### config.mk
export PLATFORM = sky130hd
export DESIGN_NAME = vga_text_console_writer_flat
export DESIGN_NICKNAME = d
export VERILOG_FILES = /design/src/rtl/vga_text_console_writer_if.sv /design/src/rtl/vga_text_console_writer.sv /design/src/flat_wrapper.sv
export SDC_FILE = /design/constraint.sdc
export NUM_CORES = 1
export LEC_CHECK = 0
export ABC_CLOCK_PERIOD_IN_PS = 3400
export BUFFER_PORTS_ARGS = -buffer_cell sky130_fd_sc_hd__buf_4
export CAP_MARGIN = 20
export CORE_MARGIN = 1.5
export CORE_UTILIZATION = 53
export DETAILED_ROUTE_END_ITERATION = 10
export GPL_ROUTABILITY_DRIVEN = 0
export GPL_TIMING_DRIVEN = 1
export PLACE_DENSITY = 0.86
export REMOVE_ABC_BUFFERS = 1
export SYNTH_ARGS = -nofsm -noshare
export SYNTH_HDL_FRONTEND = slang
export SYNTH_SLANG_ARGS = --single-unit
### constraint.sdc
create_clock -name CLK -period 3.4 [get_ports CLK]
set_input_delay 0.34 -clock CLK [delete_from_list [all_inputs] [get_ports CLK]]
set_output_delay 0.34 -clock CLK [all_outputs]
set_load 0.01 [all_outputs]
### src/rtl/vga_text_console_writer_if.sv
// ---------------------------------------------------------------------------
// vga_text_console_writer_if
//
// Purpose: bundles the character-stream handshake and the Avalon-MM master
// bus of the text console writer into one interface.
//
// Signals:
//   CHAR_VALID       character strobe                (source -> writer)
//   CHAR_READY       writer can accept a character   (writer -> source)
//   CHAR_DATA[7:0]   character code, bit 7 = inverse glyph
//   CHAR_ATTR[7:0]   [7:4] foreground, [3:0] background palette index
//   M_ADDR[11:0]     VRAM word address
//   M_WRITE, M_READ  Avalon write / read requests
//   M_BYTE_EN[3:0]   byte enables
//   M_WRITEDATA[31:0], M_READDATA[31:0]
//   M_READDATAVALID  read data valid
//   M_WAITREQUEST    slave stall
//
// Modports:
//   master - the console writer (Avalon master, character sink)
//   slave  - the surroundings (character source plus VRAM slave)
// ---------------------------------------------------------------------------
interface vga_text_console_writer_if;
  logic        CHAR_VALID;
  logic        CHAR_READY;
  logic [7:0]  CHAR_DATA;
  logic [7:0]  CHAR_ATTR;
  logic [11:0] M_ADDR;
  logic        M_WRITE;
  logic        M_READ;
  logic [3:0]  M_BYTE_EN;
  logic [31:0] M_WRITEDATA;
  logic [31:0] M_READDATA;
  logic        M_READDATAVALID;
  logic        M_WAITREQUEST;

  modport master (
    input  CHAR_VALID, CHAR_DATA, CHAR_ATTR,
    input  M_READDATA, M_READDATAVALID, M_WAITREQUEST,
    output CHAR_READY, M_ADDR, M_WRITE, M_READ, M_BYTE_EN, M_WRITEDATA
  );

  modport slave (
    output CHAR_VALID, CHAR_DATA, CHAR_ATTR,
    output M_READDATA, M_READDATAVALID, M_WAITREQUEST,
    input  CHAR_READY, M_ADDR, M_WRITE, M_READ, M_BYTE_EN, M_WRITEDATA
  );
endinterface

### src/rtl/vga_text_console_writer.sv
// ---------------------------------------------------------------------------
// vga_text_console_writer
//
// Purpose: hardware text console. Takes a stream of characters with a colour
// attribute, keeps a cursor and writes 16-bit cells {char, fg, bg} into an
// 80x30 text VRAM through an Avalon-MM master (two cells per 32-bit word).
// Interprets CR (0x0D), LF (0x0A), BS (0x08) and FF (0x0C, clear screen).
//
// Ports:
//   CLK, RESET          clock, asynchronous active-high reset
//   bus (master)        character handshake + Avalon-MM master
//   CURSOR_COL[6:0]     current column
//   CURSOR_ROW[4:0]     current row
//   BUSY                high in any state other than IDLE
//
// Build option:
//   SCROLL_EN  defined   : LF / wrap on the last row scrolls the screen up
//                          one row and clears the bottom row.
//              undefined : LF / wrap on the last row homes the cursor to
//                          (0,0); the scroll states are not built.
// ---------------------------------------------------------------------------
module vga_text_console_writer #(
  parameter int COLS      = 80,
  parameter int ROWS      = 30,
  parameter int BASE_ADDR = 0
) (
  input  logic                             CLK,
  input  logic                             RESET,
  vga_text_console_writer_if.master        bus,
  output logic [6:0]                       CURSOR_COL,
  output logic [4:0]                       CURSOR_ROW,
  output logic                             BUSY
);

  localparam logic [11:0] BASE_W   = 12'(BASE_ADDR);
  localparam logic [10:0] CLR_LAST = 11'(ROWS * COLS / 2 - 1);
  localparam logic [6:0]  COL_LAST = 7'(COLS - 1);
  localparam logic [4:0]  ROW_LAST = 5'(ROWS - 1);
`ifdef SCROLL_EN
  localparam logic [10:0] SCR_LAST  = 11'((ROWS - 1) * COLS / 2 - 1);
  localparam logic [10:0] ROW_WORDS = 11'(COLS / 2);
`endif

  typedef enum logic [2:0] {
    S_IDLE     = 3'd0,
    S_PUT      = 3'd1,
    S_ADV      = 3'd2,
`ifdef SCROLL_EN
    S_SCR_RD   = 3'd3,
    S_SCR_WAIT = 3'd4,
    S_SCR_WR   = 3'd5,
`endif
    S_CLR_WR   = 3'd6
  } state_t;

  state_t      state_q, state_d;
  logic        pending_q, pending_d;   // character latched, not yet decoded
  logic [7:0]  char_q, char_d;
  logic [7:0]  attr_q, attr_d;
  logic [6:0]  col_q, col_d;
  logic [4:0]  row_q, row_d;
  logic [10:0] waddr_q, waddr_d;       // word counter for clear / scroll
`ifdef SCROLL_EN
  logic [31:0] rdata_q, rdata_d;
  logic        scroll_q, scroll_d;     // current CLR_WR finishes a scroll
`else
  logic        unused_rd;
  assign unused_rd = ^{bus.M_READDATA, bus.M_READDATAVALID};
`endif

  logic        newline;
  logic [11:0] cell_idx;
  logic [31:0] put_data;
  logic [31:0] clr_data;

  assign cell_idx = 12'(row_q) * 12'(COLS) + 12'(col_q);
  // Cell is replicated into both halves; byte enables select the live one.
  assign put_data = {char_q, attr_q, char_q, attr_q};
  assign clr_data = {8'h00, attr_q, 8'h00, attr_q};

  assign CURSOR_COL = col_q;
  assign CURSOR_ROW = row_q;
  assign BUSY       = (state_q != S_IDLE);

  always_ff @(posedge CLK or posedge RESET) begin
    if (RESET) begin
      state_q   <= S_IDLE;
      pending_q <= 1'b0;
      char_q    <= '0;
      attr_q    <= '0;
      col_q     <= '0;
      row_q     <= '0;
      waddr_q   <= '0;
`ifdef SCROLL_EN
      rdata_q   <= '0;
      scroll_q  <= 1'b0;
`endif
    end else begin
      state_q   <= state_d;
      pending_q <= pending_d;
      char_q    <= char_d;
      attr_q    <= attr_d;
      col_q     <= col_d;
      row_q     <= row_d;
      waddr_q   <= waddr_d;
`ifdef SCROLL_EN
      rdata_q   <= rdata_d;
      scroll_q  <= scroll_d;
`endif
    end
  end

  always_comb begin
    state_d   = state_q;
    pending_d = pending_q;
    char_d    = char_q;
    attr_d    = attr_q;
    col_d     = col_q;
    row_d     = row_q;
    waddr_d   = waddr_q;
`ifdef SCROLL_EN
    rdata_d   = rdata_q;
    scroll_d  = scroll_q;
`endif
    newline         = 1'b0;
    bus.CHAR_READY  = 1'b0;
    bus.M_ADDR      = '0;
    bus.M_WRITE     = 1'b0;
    bus.M_READ      = 1'b0;
    bus.M_BYTE_EN   = '0;
    bus.M_WRITEDATA = '0;

    case (state_q)
      S_IDLE: begin
        // Acceptance and decode take separate cycles, so READY is low for
        // the cycle in which the latched character is decoded.
        bus.CHAR_READY = ~pending_q;
        if (pending_q) begin
          pending_d = 1'b0;
          case (char_q)
            8'h0D: col_d = '0;
            8'h0A: newline = 1'b1;
            8'h08: if (col_q != 7'd0) col_d = col_q - 7'd1;
            8'h0C: begin
              waddr_d = '0;
`ifdef SCROLL_EN
              scroll_d = 1'b0;
`endif
              state_d = S_CLR_WR;
            end
            default: state_d = S_PUT;
          endcase
        end else if (bus.CHAR_VALID) begin
          char_d    = bus.CHAR_DATA;
          attr_d    = bus.CHAR_ATTR;
          pending_d = 1'b1;
        end
      end

      S_PUT: begin
        bus.M_WRITE     = 1'b1;
        bus.M_ADDR      = BASE_W + {1'b0, cell_idx[11:1]};
        bus.M_BYTE_EN   = cell_idx[0] ? 4'b1100 : 4'b0011;
        bus.M_WRITEDATA = put_data;
        if (!bus.M_WAITREQUEST) state_d = S_ADV;
      end

      S_ADV: begin
        if (col_q == COL_LAST) begin
          newline = 1'b1;
        end else begin
          col_d   = col_q + 7'd1;
          state_d = S_IDLE;
        end
      end

`ifdef SCROLL_EN
      S_SCR_RD: begin
        bus.M_READ = 1'b1;
        bus.M_ADDR = BASE_W + {1'b0, waddr_q + ROW_WORDS};
        if (!bus.M_WAITREQUEST) state_d = S_SCR_WAIT;
      end

      S_SCR_WAIT: begin
        if (bus.M_READDATAVALID) begin
          rdata_d = bus.M_READDATA;
          state_d = S_SCR_WR;
        end
      end

      S_SCR_WR: begin
        bus.M_WRITE     = 1'b1;
        bus.M_ADDR      = BASE_W + {1'b0, waddr_q};
        bus.M_BYTE_EN   = 4'b1111;
        bus.M_WRITEDATA = rdata_q;
        if (!bus.M_WAITREQUEST) begin
          // Counter runs straight on into the bottom-row clear.
          waddr_d = waddr_q + 11'd1;
          state_d = (waddr_q == SCR_LAST) ? S_CLR_WR : S_SCR_RD;
        end
      end
`endif

      S_CLR_WR: begin
        bus.M_WRITE     = 1'b1;
        bus.M_ADDR      = BASE_W + {1'b0, waddr_q};
        bus.M_BYTE_EN   = 4'b1111;
        bus.M_WRITEDATA = clr_data;
        if (!bus.M_WAITREQUEST) begin
          if (waddr_q == CLR_LAST) begin
            col_d   = '0;
`ifdef SCROLL_EN
            row_d   = scroll_q ? row_q : 5'd0;
`else
            row_d   = '0;
`endif
            state_d = S_IDLE;
          end else begin
            waddr_d = waddr_q + 11'd1;
          end
        end
      end

      default: state_d = S_IDLE;
    endcase

    // Shared newline handling for LF and for wrapping past the last column.
    if (newline) begin
      if (row_q != ROW_LAST) begin
        row_d   = row_q + 5'd1;
        col_d   = '0;
        state_d = S_IDLE;
      end else begin
`ifdef SCROLL_EN
        // Cursor is left alone until the scroll completes.
        waddr_d  = '0;
        scroll_d = 1'b1;
        state_d  = S_SCR_RD;
`else
        row_d   = '0;
        col_d   = '0;
        state_d = S_IDLE;
`endif
      end
    end
  end

endmodule

### src/flat_wrapper.sv
// flat-port wrapper written by rule: the top's interface ports become plain ports
module vga_text_console_writer_flat 
#(
  parameter int COLS      = 80,
  parameter int ROWS      = 30,
  parameter int BASE_ADDR = 0
)
  (CLK, RESET, CURSOR_COL, CURSOR_ROW, BUSY, bus_CHAR_VALID, bus_CHAR_DATA, bus_CHAR_ATTR, bus_M_READDATA, bus_M_READDATAVALID, bus_M_WAITREQUEST, bus_CHAR_READY, bus_M_ADDR, bus_M_WRITE, bus_M_READ, bus_M_BYTE_EN, bus_M_WRITEDATA);
  vga_text_console_writer_if bus_i ();
  input  logic CLK;
  input  logic RESET;
  output logic [6:0] CURSOR_COL;
  output logic [4:0] CURSOR_ROW;
  output logic BUSY;
  input wire logic [$bits(bus_i.CHAR_VALID)-1:0] bus_CHAR_VALID;
  input wire logic [$bits(bus_i.CHAR_DATA)-1:0] bus_CHAR_DATA;
  input wire logic [$bits(bus_i.CHAR_ATTR)-1:0] bus_CHAR_ATTR;
  input wire logic [$bits(bus_i.M_READDATA)-1:0] bus_M_READDATA;
  input wire logic [$bits(bus_i.M_READDATAVALID)-1:0] bus_M_READDATAVALID;
  input wire logic [$bits(bus_i.M_WAITREQUEST)-1:0] bus_M_WAITREQUEST;
  output wire logic [$bits(bus_i.CHAR_READY)-1:0] bus_CHAR_READY;
  output wire logic [$bits(bus_i.M_ADDR)-1:0] bus_M_ADDR;
  output wire logic [$bits(bus_i.M_WRITE)-1:0] bus_M_WRITE;
  output wire logic [$bits(bus_i.M_READ)-1:0] bus_M_READ;
  output wire logic [$bits(bus_i.M_BYTE_EN)-1:0] bus_M_BYTE_EN;
  output wire logic [$bits(bus_i.M_WRITEDATA)-1:0] bus_M_WRITEDATA;
  assign bus_i.CHAR_VALID = bus_CHAR_VALID;
  assign bus_i.CHAR_DATA = bus_CHAR_DATA;
  assign bus_i.CHAR_ATTR = bus_CHAR_ATTR;
  assign bus_i.M_READDATA = bus_M_READDATA;
  assign bus_i.M_READDATAVALID = bus_M_READDATAVALID;
  assign bus_i.M_WAITREQUEST = bus_M_WAITREQUEST;
  assign bus_CHAR_READY = bus_i.CHAR_READY;
  assign bus_M_ADDR = bus_i.M_ADDR;
  assign bus_M_WRITE = bus_i.M_WRITE;
  assign bus_M_READ = bus_i.M_READ;
  assign bus_M_BYTE_EN = bus_i.M_BYTE_EN;
  assign bus_M_WRITEDATA = bus_i.M_WRITEDATA;
  vga_text_console_writer #(.COLS(COLS), .ROWS(ROWS), .BASE_ADDR(BASE_ADDR)) u_core (.CLK(CLK), .RESET(RESET), .bus(bus_i), .CURSOR_COL(CURSOR_COL), .CURSOR_ROW(CURSOR_ROW), .BUSY(BUSY));
endmodule
* After elaboration in Yosys (flattened, before gate mapping)
Index checks and enable logic that the tools add are counted.
** Storage, ports and cells
- Input port bits :: 53
- Logic and storage cells :: 89
- Output and inout port bits :: 64
- Register bits :: 43
** Cells by class
- Add/sub/neg operators :: 5
- $mul :: 1
- Equality and inequality tests :: 23
- Reduce and logical (&&, ||, !) cells :: 14
- Bitwise logic cells :: 1
- Multiplexer cells :: 38
** Operators with widths (number)
- 32-bit one-hot mux with 2 select lines :: 1
- 11-bit 2-to-1 mux :: 4
- 11-bit one-hot mux with 2 select lines :: 2
- 7-bit 2-to-1 mux :: 6
- 8-bit by 4-bit == test with 1-bit output (second input constant) :: 4
- 5-bit 2-to-1 mux :: 5
- 7-bit one-hot mux with 3 select lines :: 1
- 3-bit 2-to-1 mux :: 6
- 7-bit one-hot mux with 2 select lines :: 1
- 12-bit by 7-bit adder with 12-bit output :: 1
- 3-bit by 2-bit != test with 1-bit output (second input constant) :: 4
- 3-bit one-hot mux with 4 select lines :: 1
- 11-bit by 1-bit adder with 11-bit output (second input constant) :: 1
- 11-bit == test (second input constant) :: 1
- 5-bit by 3-bit multiplier with 8-bit output (second input constant) :: 1
- 4-bit one-hot mux with 2 select lines :: 1
- 7-bit by 1-bit adder with 7-bit output (second input constant) :: 1
- 7-bit == test (second input constant) :: 1
- 1-bit 2-to-1 mux :: 7
- 7-bit AND reduction :: 1
- 7-bit nonzero test :: 1
- 7-bit by 1-bit subtractor with 7-bit output (second input constant) :: 1
- 2-bit != test (second input constant) :: 3
- 3-bit by 1-bit != test with 1-bit output (second input constant) :: 2
- 21 further kinds :: 25

* Longest topological paths before layout
- Word-level depth :: 6
- Mapped depth :: 7
- Gate-level depth less buffers :: 7

* Worst setup path before layout
No wires, ideal clock.
- Path type :: register to output
- Start :: register u_core.row_q[1], in the netlist u_core.CURSOR_ROW[1]
- End :: output port bus_M_ADDR[9]
- Required time :: 3.060 ns
- Arrival :: 2.170 ns
- Stages on the path, launching flop included :: 8
- Buffers on the path :: 0
- Slack :: 0.890 ns
- Cells stage by stage :: dfrtp_1 ha_1 ha_1 fa_1 xor2_1 nand3_1 xor2_1 o21ai_0
** Between the ends
- Longest elaborated chain between the ends :: 3
** Ends and longest elaborated chain
- start, declared :: line vga_text_console_writer.sv:61 : logic [4:0] row_q, row_d;
- start signal, assigned :: line vga_text_console_writer.sv:104 : row_q <= row_d;
- 5-bit by 3-bit multiplier with 8-bit output :: line vga_text_console_writer.sv:76 : assign cell_idx = 12'(row_q) * 12'(COLS) + 12'(col_q);
- 12-bit by 7-bit adder with 12-bit output :: line vga_text_console_writer.sv:76
- 11-bit one-hot mux with 2 select lines :: line vga_text_console_writer.sv:133 : case (state_q)
- end, declared :: line flat_wrapper.sv:22 : output wire logic [$bits(bus_i.M_ADDR)-1:0] bus_M_ADDR;
Every way passes these cells.

* Final worst setup path
Same ends and word-level chain as after synthesis.

==> impl_results.md <==
- Synth Register Bits: 43
- Ys flop type: dfrtp_1
- Net load switching power: approximately 1.3 mW
- Starting density of the core: 56.2%
- Setup TNS: 0 ns
- Fill cells: ~470
- Critical path fanouts, max: 7
- Diodes inserted: 0
- R2R Path End: u_core.attr_q[2]
- Row count: 27
- Combinational share of power: a little under 60%
- Final std cells w/o fill: between 400 and 500
- Sequential share of power: between 20% and 30%
- Setup Skew: 0.00498 ns
- Max cap viols: 0
- Worst r2r src: u_core.state_q[0]
- Crit path DAT: between 2 and 3 ns
- Die Y: 80.1 um
- Initial antenna violation count: 0
- PD cells: roughly 820 nW/um^2
- Yosys top cell area share: about 34%
- I/O Buffers: just over 80
- H-tree levels: 2
- Crit start category: register
- Placement Setup Slack: slightly below 0.8 ns
- Antenna-violating nets left: 0
- Rel. slew slack: approximately 48%
- Static Leak: around 1.8 nW
- Starting DRT DRC Count: ~240
- Final critical-path required period: around 3 ns
- Number of setup buffers added after CTS: 0
- GRT Resource Usage Total: roughly a quarter
- Num CTS Buffers: 5
- Core area: approximately 5600 um^2
- Final net count: ~470
- Register area share after synthesis: between 30 and 40%
- Outcome: finished, final reports clean
- RSZ-0062 raised after global routing: no
- Sw Ratio: between 40% and 50%
- Avg Cell Area, Syn: 9.33 um^2
- Multi-input logic area: around 1900 um^2
- Hold Crit Class: input pin to async pin
- Fin crit share: between 80% and 90%
- I/O Pins: between 100 and 150
- Die area: between 6000 and 7000 um^2
- Fmax: ~340 MHz
- Post-synth top cells: 43 x dfrtp_1, 29 x nand2_1, 20 x buf_4
- Largest net degree at the start of global routing: 44
- Setup WS post-layout: ~0.44 ns
- Flip-flop and latch area: about 1100 um^2
- Avg Vias per Cell: roughly 6
- Worst-skew pair later-pin latency: 0.30 ns
- Synth-to-Final Area Change: 19.9%
- DRC: 0
- Ranking of synthesized cells by area: dfrtp_1 34%, mux2_2 6.8%, ha_1 6.0%, buf_4 4.8%, nand2_1 3.5%
- Share of layout cells above drive strength 1: 30.7%
- Post-synth ARST share: between 90% and 100%
- Via count: between 2,000 and 3,000
- CP startpoint: u_core.CURSOR_ROW[1]
- First-pass GRT wire length: roughly 12,000 um
- Area leader, netlist: dfrtp_1
- CTS-repair resized insts: 0
- YS warnings: 0
- Root Buffer: clkbuf_8
- Gate Count Post-Synth: 338
- Routed wire length: between 7000 and 8000 um
- Netlist cell types: between 50 and 60
- R2R setup slack: between 0.9 and 1 ns
- CTS Buffer Depth: 2
- Top-count cell post-synth: dfrtp_1
- Die X: approximately 80 um
- Worst Reg2Reg Path Length in Cells: 5
- Clk sinks: 43
- WL per Instance: approximately 17 um
- Hold Buf Count CTS: 0
- CTS tree: built
- DP Wirelength: 5660 um
- Worst-path clk slew: approximately 0.09 ns
- Final Hold Fails: 0
- Vias in the first global route: 2,581
- Grt ovf: 0
- Max VDD drop: 0.547 mV
- Post-synth EDFFs: 0
- CP Capture Type: output pin
- Drt first pass iters: 5
- Worst EP required: between 3 and 4 ns
- Internal power: about 1.8 mW
- Max-slew violations: 0
- Placed Cells incl. Taps: around 460
- Final setup viols: 0
- Slew @ Worst Pin: 0.771 ns
- Clock share of power: between 10% and 20%
- Worst setup path end: bus_M_ADDR[9]
- Crit Path Class: register to output pin
- Synthesized cell area: 3150 um^2
## registers in the layout (all words and copies together), names as in the netlist
signal / cells
u_core.CURSOR_COL: 7
u_core.CURSOR_ROW: 5
u_core.attr_q: 8
u_core.char_q: 8
u_core.pending_q: 1
u_core.waddr_q: 11
u_core.state_q: 3
## metal layers
metal / vias to the layer above / GRT usage (%) / part of all wire (%)
met1: 1346 / 32.4 / 41
met5: - / 0 / 0
li1: 1343 / - / -
met3: 16 / 5.00 / 8.3
met4: 0 / 5.86 / 1.3
met2: 161 / 42.3 / 49
## power groups by stage
stage	Combinational (mW)	Sequential, mW	Clock (mW)
after floorplan	1.10	0.846	0
after global placement	1.73	0.888	0
after detailed placement	1.78	0.900	0
after CTS	1.79	0.890	0.413
after global routing	1.95	0.924	0.441
final	1.79	0.895	0.411
## worst max-delay path: stages (launching register included)
cell and delay, ns:
dfrtp_1 0.49, ha_1 0.34, ha_1 0.23, fa_1 0.41
xor2_1 0.27, nand3_1 0.13, xor2_1 0.16, o21ai_0 0.14
buf_4 0.14
## layout make-up
type                            count  area share [%]
Sequential cell                    43            28.4
Tap cell                           72            2.38
Clock buffer                        5            1.82
Clock inverter                      3            1.16
Inverter                            6           0.595
Timing Repair Buffer               82            16.3
Multi-Input combinational cell    259            49.3
## cell families (layout without fill, tap and decap cells)
kind of cell | after synthesis | in the layout | share of synthesized area, %
AOI/OAI and AO/OA | 81 | 81 | 18.2
xor gates and xnor gates | 16 | 16 | 4.44
adders and majority gates | 17 | 17 | 7.22
buffers and inverters | 37 | 96 | 6.86
DFF | 43 | 43 | 34.1
muxes | 19 | 19 | 6.78
other | 1 | 2 | 0.119
and+or+nand+nor | 124 | 124 | 22.2
## through the flow
stage	area, um^2	power, mW	utilization (%)	hold WS, ns
2_1_floorplan	2960	1.95	-	0.471
3_3_place_gp	3670	2.61	65.4	0.478
3_5_place_dp	3670	2.68	65.4	0.486
4_1_cts	3780	3.10	67.4	0.198
5_1_grt	3780	3.31	67.4	0.221
6_report	3780	3.10	67.4	0.172
## layout by cell type, fill, tap and decap left out, types with 3 or more instances in the layout
master / Yosys / routed
a21o_1: 4 / 4
a21oi_1: 10 / 10
a22o_1: 5 / 5
a31oi_1: 8 / 8
a32oi_1: 3 / 3
and2_1: 12 / 12
and3_1: 12 / 12
buf_4: 20 / 82
clkbuf_8: 0 / 5
dfrtp_1: 43 / 43
ha_1: 15 / 15
inv_1: 5 / 5
mux2_2: 19 / 19
nand2_1: 29 / 29
nand3_1: 9 / 9
nor2_1: 19 / 19
nor2b_1: 5 / 5
nor3_1: 10 / 10
o211ai_1: 5 / 5
o21ai_0: 19 / 19
o22a_1: 4 / 4
o22ai_1: 3 / 3
or3_1: 5 / 5
xnor2_1: 5 / 5
xor2_1: 11 / 11
## worst min-delay path by stage
stage                                 endpoint  slack (ns)  cells past startpoint
final                     u_core.CURSOR_ROW[4]        0.17                      3
after global routing          u_core.attr_q[7]        0.22                      3
after CTS                     u_core.attr_q[7]        0.20                      3
after detailed placement      u_core.attr_q[7]        0.49                      1
after global placement        u_core.attr_q[7]        0.48                      1
after floorplan               u_core.attr_q[0]        0.47                      1
Note: power is estimated with default switching activity, not from simulation.
